File: src/rtl/serial_tx_pkg.sv
// Shared definitions for the serial transmit engine and its companions.
package serial_tx_pkg;

  // One-hot bit-cell phase encoding.
  typedef enum logic [4:0] {
    ST_IDLE  = 5'b00001,
    ST_SETUP = 5'b00010,
    ST_RISE  = 5'b00100,
    ST_HIGH  = 5'b01000,
    ST_FALL  = 5'b10000
  } tx_state_e;

  // Number of phases in one bit cell.
  localparam int unsigned PHASE_COUNT = 4;

  // A length of zero, or one wider than the data path, means a full-width word.
  function automatic int unsigned norm_len(input int unsigned len, input int unsigned width);
    if (len == 0 || len > width) return width;
    return len;
  endfunction

endpackage

File: src/rtl/prescaler_tick.sv
// Countdown prescaler: emits a one-cycle tick every prescl+1 cycles.
module prescaler_tick #(
  parameter int unsigned PRSCL_WIDTH = 8
) (
  input  logic                   clk_i,
  input  logic                   reset_i,
  input  logic                   reload,
  input  logic [PRSCL_WIDTH-1:0] prescl,
  output logic                   tick
);

  logic [PRSCL_WIDTH-1:0] count_q, count_d;

  assign tick = (count_q == '0);

  // Reload on request or on tick, otherwise count down.
  always_comb begin
    count_d = count_q - PRSCL_WIDTH'(1);
    if (reload || tick) count_d = prescl;
  end

  // Counter register.
  always_ff @(posedge clk_i) begin
    if (reset_i) count_q <= '0;
    else         count_q <= count_d;
  end

endmodule

File: src/rtl/serial_tx_engine.sv
// Serial word transmitter with 4-phase bit cells, a one-word holding
// register and per-word length and bit order.
module serial_tx_engine
  import serial_tx_pkg::*;
#(
  parameter int unsigned DATA_WIDTH  = 8,
  parameter int unsigned PRSCL_WIDTH = 8,
  parameter int unsigned LEN_WIDTH   = 4
) (
  input  logic                   clk_i,
  input  logic                   reset_i,
  input  logic [PRSCL_WIDTH-1:0] prescl_i,
  input  logic                   cpol_i,
  input  logic [DATA_WIDTH-1:0]  data_i,
  input  logic [LEN_WIDTH-1:0]   len_i,
  input  logic                   lsb_first_i,
  input  logic                   valid_i,
  output logic                   ready_o,
  output logic                   busy_o,
  output logic                   en_o,
  output logic                   sda_o,
  output logic                   scl_o,
  output logic                   done_o
);

  localparam logic [LEN_WIDTH-1:0] DW_L = LEN_WIDTH'(DATA_WIDTH);

  tx_state_e              state_q, state_d;
  logic [DATA_WIDTH-1:0]  shift_q, shift_d;
  logic [LEN_WIDTH-1:0]   bits_left_q, bits_left_d;
  logic                   lsb_q, lsb_d;
  logic [PRSCL_WIDTH-1:0] prescl_q, prescl_d;
  logic                   hold_valid_q, hold_valid_d;
  logic [DATA_WIDTH-1:0]  hold_data_q, hold_data_d;
  logic [LEN_WIDTH-1:0]   hold_len_q, hold_len_d;
  logic                   hold_lsb_q, hold_lsb_d;

  logic                   tick;
  logic                   accept;
  logic                   frame_end;
  logic                   load;
  logic [DATA_WIDTH-1:0]  ld_data;
  logic [LEN_WIDTH-1:0]   ld_len;
  logic                   ld_lsb;
  logic [LEN_WIDTH-1:0]   len_n;

  assign len_n     = LEN_WIDTH'(norm_len(32'(len_i), DATA_WIDTH));
  assign accept    = valid_i && !hold_valid_q;
  assign frame_end = (state_q == ST_FALL) && tick && (bits_left_q == LEN_WIDTH'(1));

  prescaler_tick #(
    .PRSCL_WIDTH(PRSCL_WIDTH)
  ) u_prescaler (
    .clk_i   (clk_i),
    .reset_i (reset_i),
    .reload  (load),
    .prescl  (load ? prescl_i : prescl_q),
    .tick    (tick)
  );

  // Phase sequencing, word loading and hold-register management.
  always_comb begin
    state_d      = state_q;
    shift_d      = shift_q;
    bits_left_d  = bits_left_q;
    lsb_d        = lsb_q;
    prescl_d     = prescl_q;
    hold_valid_d = hold_valid_q;
    hold_data_d  = hold_data_q;
    hold_len_d   = hold_len_q;
    hold_lsb_d   = hold_lsb_q;
    load         = 1'b0;
    ld_data      = data_i;
    ld_len       = len_n;
    ld_lsb       = lsb_first_i;

    case (state_q)
      ST_IDLE: begin
        if (accept) begin
          load    = 1'b1;
          state_d = ST_SETUP;
        end
      end
      ST_SETUP: if (tick) state_d = ST_RISE;
      ST_RISE:  if (tick) state_d = ST_HIGH;
      ST_HIGH:  if (tick) state_d = ST_FALL;
      ST_FALL: begin
        if (tick) begin
          if (bits_left_q > LEN_WIDTH'(1)) begin
            shift_d     = lsb_q ? (shift_q >> 1) : (shift_q << 1);
            bits_left_d = bits_left_q - LEN_WIDTH'(1);
            state_d     = ST_SETUP;
          end else if (hold_valid_q) begin
            load         = 1'b1;
            ld_data      = hold_data_q;
            ld_len       = hold_len_q;
            ld_lsb       = hold_lsb_q;
            hold_valid_d = 1'b0;
            state_d      = ST_SETUP;
          end else if (valid_i) begin
            load    = 1'b1;
            state_d = ST_SETUP;
          end else begin
            state_d = ST_IDLE;
          end
        end
      end
      default: state_d = ST_IDLE;
    endcase

    // Mid-frame accept parks the word; the frame-end case is a bypass load above.
    if (accept && (state_q != ST_IDLE) && !frame_end) begin
      hold_valid_d = 1'b1;
      hold_data_d  = data_i;
      hold_len_d   = len_n;
      hold_lsb_d   = lsb_first_i;
    end

    // MSB-first words are left-aligned so the active bit is always the top bit.
    if (load) begin
      shift_d     = ld_lsb ? ld_data : (ld_data << (DW_L - ld_len));
      bits_left_d = ld_len;
      lsb_d       = ld_lsb;
      prescl_d    = prescl_i;
    end
  end

  // State and datapath registers.
  always_ff @(posedge clk_i) begin
    if (reset_i) begin
      state_q      <= ST_IDLE;
      shift_q      <= '0;
      bits_left_q  <= '0;
      lsb_q        <= 1'b0;
      prescl_q     <= '0;
      hold_valid_q <= 1'b0;
      hold_data_q  <= '0;
      hold_len_q   <= '0;
      hold_lsb_q   <= 1'b0;
    end else begin
      state_q      <= state_d;
      shift_q      <= shift_d;
      bits_left_q  <= bits_left_d;
      lsb_q        <= lsb_d;
      prescl_q     <= prescl_d;
      hold_valid_q <= hold_valid_d;
      hold_data_q  <= hold_data_d;
      hold_len_q   <= hold_len_d;
      hold_lsb_q   <= hold_lsb_d;
    end
  end

  // Pin outputs decoded from the registered phase.
  always_comb begin
    en_o    = (state_q != ST_IDLE);
    sda_o   = 1'b0;
    scl_o   = cpol_i;
    if (en_o) sda_o = lsb_q ? shift_q[0] : shift_q[DATA_WIDTH-1];
    if (state_q == ST_RISE || state_q == ST_HIGH) scl_o = ~cpol_i;
    done_o  = frame_end;
    ready_o = ~hold_valid_q;
    busy_o  = en_o | hold_valid_q;
  end

endmodule

File: config.mk
export PLATFORM = sky130hd
export DESIGN_NAME = serial_tx_engine
export DESIGN_NICKNAME = d
export VERILOG_FILES = /design/src/rtl/serial_tx_pkg.sv /design/src/rtl/prescaler_tick.sv /design/src/rtl/serial_tx_engine.sv
export SDC_FILE = /design/constraint.sdc
export NUM_CORES = 1
export LEC_CHECK = 0
export CELL_PAD_IN_SITES_DETAIL_PLACEMENT = 0
export CELL_PAD_IN_SITES_GLOBAL_PLACEMENT = 1
export CORE_AREA = 2 2 93 95
export DETAILED_ROUTE_END_ITERATION = 7
export DIE_AREA = 0 0 95 97
export DONT_BUFFER_PORTS = 1
export GPL_TIMING_DRIVEN = 0
export HOLD_SLACK_MARGIN = 0.03
export PLACE_DENSITY_LB_ADDON = 0.3
export SETUP_SLACK_MARGIN = 0.2
export SLEW_MARGIN = 20
export SYNTH_ARGS = -nofsm -noshare
export SYNTH_HDL_FRONTEND = slang
export SYNTH_SLANG_ARGS = --single-unit
File: constraint.sdc
create_clock -name clk_i -period 6.4 [get_ports clk_i]
set_input_delay 0.96 -clock clk_i [delete_from_list [all_inputs] [get_ports clk_i]]
set_output_delay 0.96 -clock clk_i [all_outputs]
set_load 0.01 [all_outputs]
Yosys cells after proc, flatten, opt, wreduce, memory -nomap -nowiden --
Cells that the tools add are included. W data, S select, Z words.
Operators by class: order comparisons 2, shift-type cells 1, equal/unequal tests 13, add/subtract/negate cells 3, bitwise gates (word level) 3, multiplexer cells 49, reductions and logical operators 20
Operator list (count):
- $mux W8 | 12
- $mux W4 | 10
- $mux W5 | 5
- $pmux W5 S5 | 1
- $mux W1 | 17
- $ne A2 B2 Y1 const B | 5
- $reduce_bool A2 Y1 | 5
- $logic_not A8 Y1 | 1
- $shl A8 B4 Y8 | 1
- $sub A8 B1 Y8 const B | 1
- $mux W2 | 3
- $reduce_and A3 Y1 | 2
- $eq A5 B1 Y1 const B | 1
- $eq A5 B2 Y1 const B | 1
- $eq A5 B3 Y1 const B | 1
- $eq A5 B4 Y1 const B | 1
- $eq A5 B5 Y1 const B | 1
- $logic_and A1 B1 Y1 | 5
- $ne A5 B1 Y1 const B | 1
- $reduce_and A5 Y1 | 1
- $eq A4 B1 Y1 const B | 1
- $gt A4 B1 Y1 const B | 1
- $gt A4 B4 Y1 const B | 1
- $logic_not A4 Y1 | 1
- 8 further kinds | 12
Word-level totals: input bits 25, output and inout bits 6, register bits after elaboration 48

Logic depth before layout (Yosys ltp) --
Gate-level depths: netlist of run 1.
depth after elaboration 12, gate-level depth with buffers 12

Hierarchy --
Synthesis of run 1 repeated with hierarchy kept, for this count alone.
Unflattened totals: cells, all modules 448, area total of the unflattened synthesis 3497.1 um^2
Modules (own cells, without submodules):
- serial_tx_engine | times used 1, sequential area each 800.8 um^2, area an instance 3016.6 um^2, cells an instance 398
- prescaler_tick | times used 1, sequential area each 160.2 um^2, area an instance 480.5 um^2, cells an instance 50

Worst setup path after synthesis of run 1 --
No wires, ideal clock.
path type input to register, start input len_i[1], end register shift_q[3], arrival 2287 ps, buffers on the path 1, setup slack 3986 ps, stages 7, path through nor2b_1 -> clkbuf_1 -> mux4_2 -> nand2_1 -> nand2_1 -> a221oi_1 -> nor2_1
Between the ends: word-level cells in the longest chain between the ends 12
RTL lines:
- start: declaration | RTL line serial_tx_engine.sv:15 | input logic [LEN_WIDTH-1:0] len_i,
- $gt A4 B4 Y1 / $logic_not A4 Y1 (equally long branches) | RTL line serial_tx_pkg.sv:18 | if (len == 0 || len > width) return width;
- $logic_or A1 B1 Y1 | RTL line serial_tx_pkg.sv:18
- $mux W1 / $mux W4 (equally long branches) | RTL line serial_tx_pkg.sv:18
- $mux W4 (*) | RTL line serial_tx_pkg.sv:19 | return len;
- $mux W4 | RTL line serial_tx_engine.sv:93 | end else if (hold_valid_q) begin
- $mux W4 | RTL line serial_tx_engine.sv:89 | if (bits_left_q > LEN_WIDTH'(1)) begin
- $mux W4 | RTL line serial_tx_engine.sv:88 | if (tick) begin
- $mux W4 (*) | RTL line serial_tx_engine.sv:77 | case (state_q)
- $sub A4 B4 Y4 (*) | RTL line serial_tx_engine.sv:121 | shift_d = ld_lsb ? ld_data : (ld_data << (DW_L - ld_len));
- $shl A8 B4 Y8 (*) | RTL line serial_tx_engine.sv:121
- $mux W8 (*) | RTL line serial_tx_engine.sv:121
- $mux W8 (*) | RTL line serial_tx_engine.sv:120 | if (load) begin
- end signal: assignment | RTL line serial_tx_engine.sv:142 | shift_q <= shift_d;
- end: declaration | RTL line serial_tx_engine.sv:29 | logic [DATA_WIDTH-1:0] shift_q, shift_d;
Every way passes the cells marked *; elsewhere a longest branch is shown, timed or not. A chain may end at the register's enable or synchronous reset.

Final worst setup path of run 1 --
start register state_q[4], end register shift_q[4]
Between the ends: word-level cells in the longest chain between the ends 6
RTL lines:
- start: declaration | RTL line serial_tx_engine.sv:28 | tx_state_e state_q, state_d;
- start signal: assignment | RTL line serial_tx_engine.sv:141 | state_q <= state_d;
- $eq A5 B5 Y1 | RTL line serial_tx_engine.sv:77
- $mux W4 | RTL line serial_tx_engine.sv:77
- $sub A4 B4 Y4 | RTL line serial_tx_engine.sv:121
- $shl A8 B4 Y8 | RTL line serial_tx_engine.sv:121
- $mux W8 | RTL line serial_tx_engine.sv:121
- $mux W8 | RTL line serial_tx_engine.sv:120
Several ways; a longest one is shown, not always the timed one.

==> out/metrics.cfg, run 1 <==
[global_routing]
grt_first_pass_wirelength_um=14600
grt_max_degree=17
grt_pass1_vias=2832
antenna_found_initial=0
grt_overflow=0
grt_usage_pct=20.1

[synthesis]
syn-cell-area_um2=3180
synthTopCellsByArea=dfxtp_1 (30%), mux2i_1 (10%), a21oi_1 (6.8%), nor2_1 (5.9%), nand2_1 (4.8%)
synth_edf_count=0
yosysSeqAreaShare_pct=30.2
synthTopCellsByCount=nor2_1 (50), dfxtp_1 (48), a21oi_1 (43)
ys_async_sr_fraction_pct=0
synthFlopType=dfxtp_1
avgSynthCellArea_um2=7.91
synth_seq_cells=48
yosysTopAreaCell=dfxtp_1
yosysUniqueCellTypes=51
synth_top_area_share_pct=30.2
yosysWarnings=0
synth.most_common_cell=nor2_1
synthCells=402
syn_nets=431

[detailed_routing]
drt-total-wl_um=8980
drtIter0Drc=150
vias_per_cell=5.68
drc=0
vias=2923
routedWlPerCell_um=17.4
drtPass1Iterations=5
drtAntennaViolNets=0

[clocking]
cts_tree=yes
worst_setup_hold_path_clk_slew_ns=0.11
insertion_delay_ns=0.32
numCtsBuffers=5
ctsResizeCount=0
cts_root_buf=clkbuf_8
cts_buffer_depth=2
post_cts_buffers=0
htreeDepth=2
cts_hold_buffers=0
cts_sinks=48

[power_and_ir_drop]
power_mw=1.39
vdd_ir_drop_max_uv=124
cellLeakagePower_nw=1.31
p_per_area_nw_per_um2=403

[cells_and_area]
nets=438
post-route-util_pct=42.4
layout-drive-gt1-share_pct=7.07
antenna_cells=0
area_delta_synth_final_pct=8.46
final_area_um2=3450

[place]
placed_cell_area_um2=3310
dp_hpwl_um=6720
gp_congestion=0.883
io_buffers=0

[timing]
finalCritPeriodShare_pct=46.2
relSlewSlack_pct=49.3
finalCriticalPeriod_ns=2.96
hold_viol_final=0
timing.hold.ws_ns=0.459
fin_skew_ns=0.0138
max_freq_ghz=0.338
setup_tns_ns=0
grt_setup_unrepaired=no
drv_slew=0
setup_viol=0
worstMarginPinSlew_ns=0.760

[run_status]
outcome=complete, no violations

[critical_path]
slowest_delay_ns=0.51
crit_buf_inv=0
crit_slowest_cell=mux2i_1
path_common_cell=mux2i_1
crit_chain=or3b_1, nor3_2, nand4_1, mux2i_1, mux2i_1, nor4_1, o22ai_1
start_kind=flop
cp.required_ns=6.57
critPathMaxFanout=9
cp.arrival_ns=3.13
critical_path_class=flop to flop
crit_family=simple AND/OR/NAND/NOR gates
cp-end-kind=flop

[run]
drv_cap=0

[die]
start_util_pct=39.1
core_um2=8130
fp.dieH_um=97
die_w_um=95
dieArea_um2=9220
rows=33
io_pins=31

[hold_path]
hp-class=flop to flop

[metal layers]
| metal | global-route usage (%) | up-vias | share of wire (%) | wire, um |
|---|---|---|---|---|
| met5 | 0 | - | 0 | 0 |
| met4 | 5.91 | 0 | 1.9 | 169 |
| met3 | 3.66 | 16 | 5.4 | 484 |
| met2 | 32.1 | 78 | 47 | 4180 |
| met1 | 27.6 | 1373 | 46 | 4140 |
| li1 | - | 1456 | - | - |
[power breakdown]
| part | internal, mW | switching (mW) |
|---|---|---|
| clock network | 0.157 | 0.115 |
| logic | 0.266 | 0.393 |
| registers | 0.384 | 0.0751 |
[registers in the layout, summed over array words and instances (netlist names)]
name and cells:
lsb_q 1, state_q 5, u_prescaler.count_q 8, hold_valid_q 1, prescl_q 8, hold_len_q 4, hold_data_q 8, shift_q 8
hold_lsb_q 1, bits_left_q 4
[placed cells by master (no fill, tap or decap), types with 7 or more instances in the layout]
cell type / instances
clkbuf_1: 27
a211oi_1: 13
mux2i_1: 33
nand3_1: 21
a21oi_1: 43
dfxtp_1: 48
nor2b_1: 9
nor3_1: 10
nand2_1: 41
o211ai_1: 7
inv_1: 9
nor2_1: 50
[cell families after synthesis]
group / after synthesis / share of synthesized area (%)
muxes: 42 / 15.3
and+or+nand+nor: 160 / 24.6
buffers and inverters: 43 / 5.90
adders and majority gates: 4 / 1.57
DFF: 48 / 30.2
AOI/OAI and AO/OA: 93 / 19.0
xor gates and xnor gates: 12 / 3.31
[per-stage QoR]
stage                     cells  setup slack, ns
final                       515             3.44
after global routing        515             3.26
after CTS                   515             3.47
after detailed placement    507             3.50
after global placement      507             3.54
after floorplan             402             3.99
[cell type report]
type | count | area, um2
inverter | 9 | 33.8
fill | 850 | 4690
buffer | 34 | 154
sequential | 48 | 961
clock inverter | 3 | 68.8
clock buffer | 5 | 68.8
tap | 105 | 131
multi-input combinational | 311 | 2030
[worst register-to-register path, delay by kind of cell (launching register included)]
kind	cells	cell delay [ns]
AO/OA/AOI/OAI	1	0.18
flip-flops	1	0.48
multiplexers	2	0.66
AND/OR/NAND/NOR	4	1.50
[worst paths after layout]
check | to | from | cells past startpoint | slack, ns
max | shift_q[4]$_SDFFE_PP0P_ | state_q[4]$_SDFFE_PP0P_ | 7 | 3.44
min reg2reg | prescl_q[6]$_SDFF_PP0_ | prescl_q[6]$_SDFF_PP0_ | 2 | 0.46
min | prescl_q[6]$_SDFF_PP0_ | prescl_q[6]$_SDFF_PP0_ | 2 | 0.46
max reg2reg | shift_q[4]$_SDFFE_PP0P_ | state_q[4]$_SDFFE_PP0P_ | 7 | 3.44
Note: power is estimated with default switching activity, not from simulation.
==> inputs of run 2 (changes only) <==
Clock period 6.4 ns to 2.6 ns, I/O delays scaled along.
==> run 2 against run 1 <==
Total power increased to 2.7 times the previous value. Largest cell class unchanged. Global-route usage increased by 1.3 points. Worst hold slack worse by 0.23 ns. Clock power is 150% higher. Wire length rose by 8.0%. Sequential share of layout area down 3.2 points.
==> out/metrics.cfg, run 2 (synthesis gave the netlist of run 1 again) <==
[die]
die_w_um=95  ; unchanged
start_util_pct=39.1  ; unchanged
dieArea_um2=9220  ; unchanged
core_um2=8130  ; unchanged
fp.dieH_um=97  ; unchanged
rows=33  ; unchanged
io_pins=31  ; unchanged

[place]
io_buffers=0  ; unchanged
gp_congestion=0.883  ; unchanged
dp_hpwl_um=6720  ; unchanged
dpl_worst_slack_ns=-0.302  ; -3.80 ns

[timing]
drv_slew=0  ; unchanged
setup_tns_ns=0  ; unchanged
setup_ws_ns=0.0575  ; -3.38 ns
fin_skew_ns=0.0113  ; -0.00248 ns
grt_setup_unrepaired=yes
worstMarginPinSlew_ns=0.617  ; -0.144 ns
relSlewSlack_pct=58.9  ; +9.6 points
finalCriticalPeriod_ns=2.54  ; -0.417 ns
setup_viol=0  ; unchanged
max_freq_ghz=0.393  ; +16%
hold_viol_final=0  ; unchanged
finalCritPeriodShare_pct=97.8  ; +52 points

[global_routing]
grt_first_pass_wirelength_um=15600  ; +6.7%
grt_usage_pct=21.4  ; +1.3 points
grt_max_degree=17  ; unchanged
grt.met3_usage_pct=4.36  ; +0.70 points
gr-max-usage-layer=met2
use_met1_pct=28.5  ; +0.87 points
grt_pass1_vias=3061  ; +8.1%
grtUsageMet2_pct=33.9  ; +1.9 points
grt_overflow=0  ; unchanged
antenna_found_initial=0  ; unchanged

[critical_path]
start_kind=flop
critPathMaxFanout=6  ; -3
cp.arrival_ns=2.71  ; -0.42 ns
r2r_start=u_prescaler.count_q[4]$_SDFF_PP0_
critical_path_class=flop to flop
crit_start=u_prescaler.count_q[4]$_SDFF_PP0_
cp-end-kind=flop
cp.required_ns=2.77  ; -3.80 ns

[clocking]
htreeDepth=2  ; unchanged
cts_sinks=48  ; unchanged
cts_buffer_depth=2  ; unchanged
cts_root_buf=clkbuf_8
numCtsBuffers=5  ; unchanged
worst_setup_hold_path_clk_slew_ns=0.11  ; about the same
cts_tree=yes
cts_hold_buffers=0  ; unchanged
insertion_delay_ns=0.31  ; about the same

[cells_and_area]
area_delta_synth_final_pct=23.2
mostFrequentLayoutCell=nor2_1
fillers=818  ; -3.8%
nets=464  ; +5.9%
mostFrequentLayoutCells=nor2_1 (49), dfxtp_1 (45), a21oi_1 (40)
layout-drive-gt1-share_pct=21.3  ; +14 points
antenna_cells=0  ; unchanged
post-route-util_pct=48.2  ; +5.8 points

[power_and_ir_drop]
p_per_area_nw_per_um2=965  ; +140%
cellLeakagePower_nw=1.55  ; +18%
vdd_ir_drop_max_uv=301  ; +140%
power_mw=3.78  ; +170%

[detailed_routing]
drtAntennaViolNets=0  ; unchanged
drt-total-wl_um=9690  ; +8.0%
vias_per_cell=5.78  ; +1.8%
routedWlPerCell_um=17.9  ; +2.8%
vias=3125  ; +6.9%
drtIter0Drc=157  ; +4.7%
drtPass1Iterations=5  ; unchanged
drc=0  ; unchanged

[hold_path]
hp-class=input port to flop
hp-start=data_i[2]

[run]
drv_cap=0  ; unchanged

[run_status]
outcome=complete, no violations

==> run 2: cell types whose count changed in the layout (fill, tap and decap cells not counted), moves of 3 or more <==
cell	delta
a221oi_2	+4
a21oi_1	-3
dfxtp_2	+3
clkbuf_1	-11
a221oi_1	-4
buf_2	-3
clkbuf_2	+5
dfxtp_1	-3
buf_6	+5
buf_4	+24
==> run 2: final cells by class <==
cell class                 count  area [um2]  share of cell area [%]
inverter                       9        33.8                   0.862
multi-input combinational    311        2190                    55.9
clock inverter                 3        68.8                    1.76
clock buffer                   5        68.8                    1.76
sequential                    48         965                    24.6
tap                          105         131                    3.35
buffer                        34         244                    6.23
timing repair buffer          26         215                    5.49
==> run 2: path summary, 6_finish.rpt <==
check                                                   end  slack [ns]  cells after the start
worst max-delay path                shift_q[6]$_SDFFE_PP0P_        0.06                      7
worst min-delay path            hold_data_q[2]$_SDFFE_PP0P_        0.22                      2
worst max register to register      shift_q[6]$_SDFFE_PP0P_        0.06                      7
worst min register to register       prescl_q[6]$_SDFF_PP0_        0.46                      2
==> run 2: what timing repair did <==
item / in CTS / in global routing
pin swaps: 17 / 12
resized for setup: 46 / 30
setup endpoints to repair: 39 / 36
buffers inserted: 18 / 8
==> run 2: critical path: stages (launching register included) <==
cell	delay [ns]
dfxtp_2	0.34
or4_4	0.56
nor3_4	0.28
and4_1	0.26
buf_6	0.15
mux2_4	0.35
a211oi_1	0.32
o32ai_1	0.12
==> run 2: routing by layer <==
layer	vias to the layer above	wire length, um	part of all wire (%)
met1	1501	4220	44
met3	14	532	5.5
met5	-	0	0
met2	101	4800	49
met4	0	147	1.5
li1	1509	-	-
==> run 2: metrics by stage <==
stage	area [um2]	std cells	hold slack, ns
floorplan	3180	402	0.436
global placement	3310	507	0.442
detailed placement	3310	507	0.447
CTS	3760	533	0.222
global route	3920	541	0.231
finish	3920	541	0.225
==> run 2: report_power, final <==
group	internal [mW]	switching, mW	leakage, nW
Combinational	0.886	1.09	1.09
Clock	0.388	0.284	0.0687
Sequential	0.947	0.187	0.395
Total	2.22	1.56	1.55
==> inputs of run 3 (changes only) <==
Settings changed: CELL_PAD_IN_SITES_DETAIL_PLACEMENT 0 to default, CELL_PAD_IN_SITES_GLOBAL_PLACEMENT 1 to default.
==> run 3 against run 2 <==
Register-to-register slack about the same. Critical endpoint is now shift_q[4]$_SDFFE_PP0P_. Total power decreased by 4.6%. Cell area decreased by 3.4%. Critical path type unchanged. Combinational power decreased by 9%. Critical path depth increased by 1. Die area unchanged. Clock power decreased by 1%. First-iteration DRC count decreased by 11%. Maximum frequency decreased by 0.31%.
==> out/metrics.cfg, run 3 (synthesis gave the netlist of run 1 again) <==
[cells_and_area]
fillers=811  ; -0.86%
area_delta_synth_final_pct=19.1
layout-drive-gt1-share_pct=19.4  ; -1.9 points
mostFrequentLayoutCells=nor2_1 (48), dfxtp_1 (44), a21oi_1 (41)
nets=455  ; -1.9%
mostFrequentLayoutCell=nor2_1
antenna_cells=0  ; unchanged
post-route-util_pct=46.5  ; -1.6 points
regArea_um2=966  ; +0.13%
multi_input_area_um2=2180  ; -0.40%
final_cells=532  ; -1.7%

[die]
die_w_um=95  ; unchanged
core_um2=8130  ; unchanged
fp.dieH_um=97  ; unchanged
io_pins=31  ; unchanged
start_util_pct=39.1  ; unchanged
rows=33  ; unchanged
dieArea_um2=9220  ; unchanged

[timing]
finalCritPeriodShare_pct=98.1  ; +0.31 points
max_freq_ghz=0.392  ; -0.31%
drv_slew=0  ; unchanged
grt_setup_unrepaired=yes
hold_viol_final=0  ; unchanged
timing.hold.ws_ns=0.217  ; -0.00804 ns
relSlewSlack_pct=58.1  ; -0.76 points
setup_tns_ns=0  ; unchanged
setup_viol=0  ; unchanged
finalCriticalPeriod_ns=2.55  ; +0.00796 ns
worstMarginPinSlew_ns=0.628  ; +0.0115 ns
fin_skew_ns=0.0160  ; +0.00476 ns

[clocking]
cts_root_buf=clkbuf_8
numCtsBuffers=5  ; unchanged
worst_setup_hold_path_clk_slew_ns=0.11  ; about the same
insertion_delay_ns=0.32  ; about the same
htreeDepth=2  ; unchanged
cts_buffer_depth=2  ; unchanged
cts_tree=yes
cts_hold_buffers=0  ; unchanged
cts_sinks=48  ; unchanged

[critical_path]
crit_family=simple AND/OR/NAND/NOR gates
crit_chain=or4_4, nor3_4, nand4_1, buf_4, mux2i_4, mux2i_1, nor4_2, o22ai_1
r2r_start=u_prescaler.count_q[4]$_SDFF_PP0_
critPathMaxFanout=5  ; -1
cp.arrival_ns=2.72  ; about the same
crit_start=u_prescaler.count_q[4]$_SDFF_PP0_
crit_buf_inv=1  ; unchanged
cp-end-kind=flop
slowest_delay_ns=0.57  ; about the same
critical_path_class=flop to flop
cp.required_ns=2.77  ; about the same
crit_slowest_cell=or4_4
start_kind=flop

[global_routing]
grt_pass1_vias=2923  ; -4.5%
grt_first_pass_wirelength_um=14700  ; -5.8%
grt_max_degree=17  ; unchanged
antenna_found_initial=0  ; unchanged
grt_overflow=0  ; unchanged
grt_usage_pct=20.0  ; -1.4 points

[detailed_routing]
vias=3070  ; -1.8%
routedWlPerCell_um=17.4  ; -2.6%
drtAntennaViolNets=0  ; unchanged
drc=0  ; unchanged
drtIter0Drc=140  ; -11%
drtPass1Iterations=4  ; -1
vias_per_cell=5.77  ; about the same
drt-total-wl_um=9280  ; -4.3%

[run_status]
outcome=complete, no violations

[power_and_ir_drop]
power_mw=3.61  ; -4.6%
vdd_ir_drop_max_uv=386  ; +28%
cellLeakagePower_nw=1.48  ; -4.7%
p_per_area_nw_per_um2=953  ; -1.3%

[place]
dp_cells=507  ; unchanged
dp_hpwl_um=6470  ; -3.6%
io_buffers=0  ; unchanged
gp_congestion=0.966  ; +9.4%

[hold_path]
hp-class=input port to flop
hp-start=prescl_i[5]

[run]
drv_cap=0  ; unchanged

-- run 3: cell types whose count changed in the layout (fill, tap and decap cells not counted), sizes merged --
| cell | before | now |
|---|---|---|
| clkbuf | 30 | 29 |
| buf | 35 | 27 |
-- run 3: report_power, final --
group,switching (mW),leakage (nW),internal [mW]
combinational,1.03,1.01,0.776
sequential,0.186,0.395,0.948
clock,0.277,0.0687,0.387
-- run 3: cell type report --
type | instances | area share (%)
buffer | 34 | 5.39
inverter | 9 | 0.892
clock inverter | 3 | 1.82
tap | 105 | 3.47
clock buffer | 5 | 1.82
sequential | 48 | 25.5
timing repair buffer | 17 | 3.47
multi-input combinational | 311 | 57.6
-- run 3: final timing paths --
| path | endpoint | slack, ns | cells past startpoint |
|---|---|---|---|
| worst max-delay path | shift_q[4]$_SDFFE_PP0P_ | 0.05 | 8 |
| worst min-delay path | u_prescaler.count_q[5]$_SDFF_PP0_ | 0.22 | 2 |
| worst min register to register | prescl_q[4]$_SDFF_PP0_ | 0.46 | 2 |
| worst max register to register | shift_q[4]$_SDFFE_PP0P_ | 0.05 | 8 |
-- run 3: repair_timing --
action / CTS / global route
pin swaps: 11 / 9
resized for setup: 37 / 28
setup buffers: 15 / 2
setup endpoints to repair: 39 / 35
-- run 3: stage by stage --
step | instance area, um2 | setup WS (ns)
3_3_place_gp | 3310 | -0.256
6_report | 3790 | 0.0495
2_1_floorplan | 3180 | 0.229
5_1_grt | 3790 | 0.00241
4_1_cts | 3680 | 0.0991
3_5_place_dp | 3310 | -0.290
-- run 3: routing by layer --
metal	vias to the layer above	global-route usage, %	wire, um
met1	1459	27.1	4050
met2	104	31.6	4430
met3	12	4.28	669
li1	1495	-	-
met4	0	5.91	127
met5	-	0	0
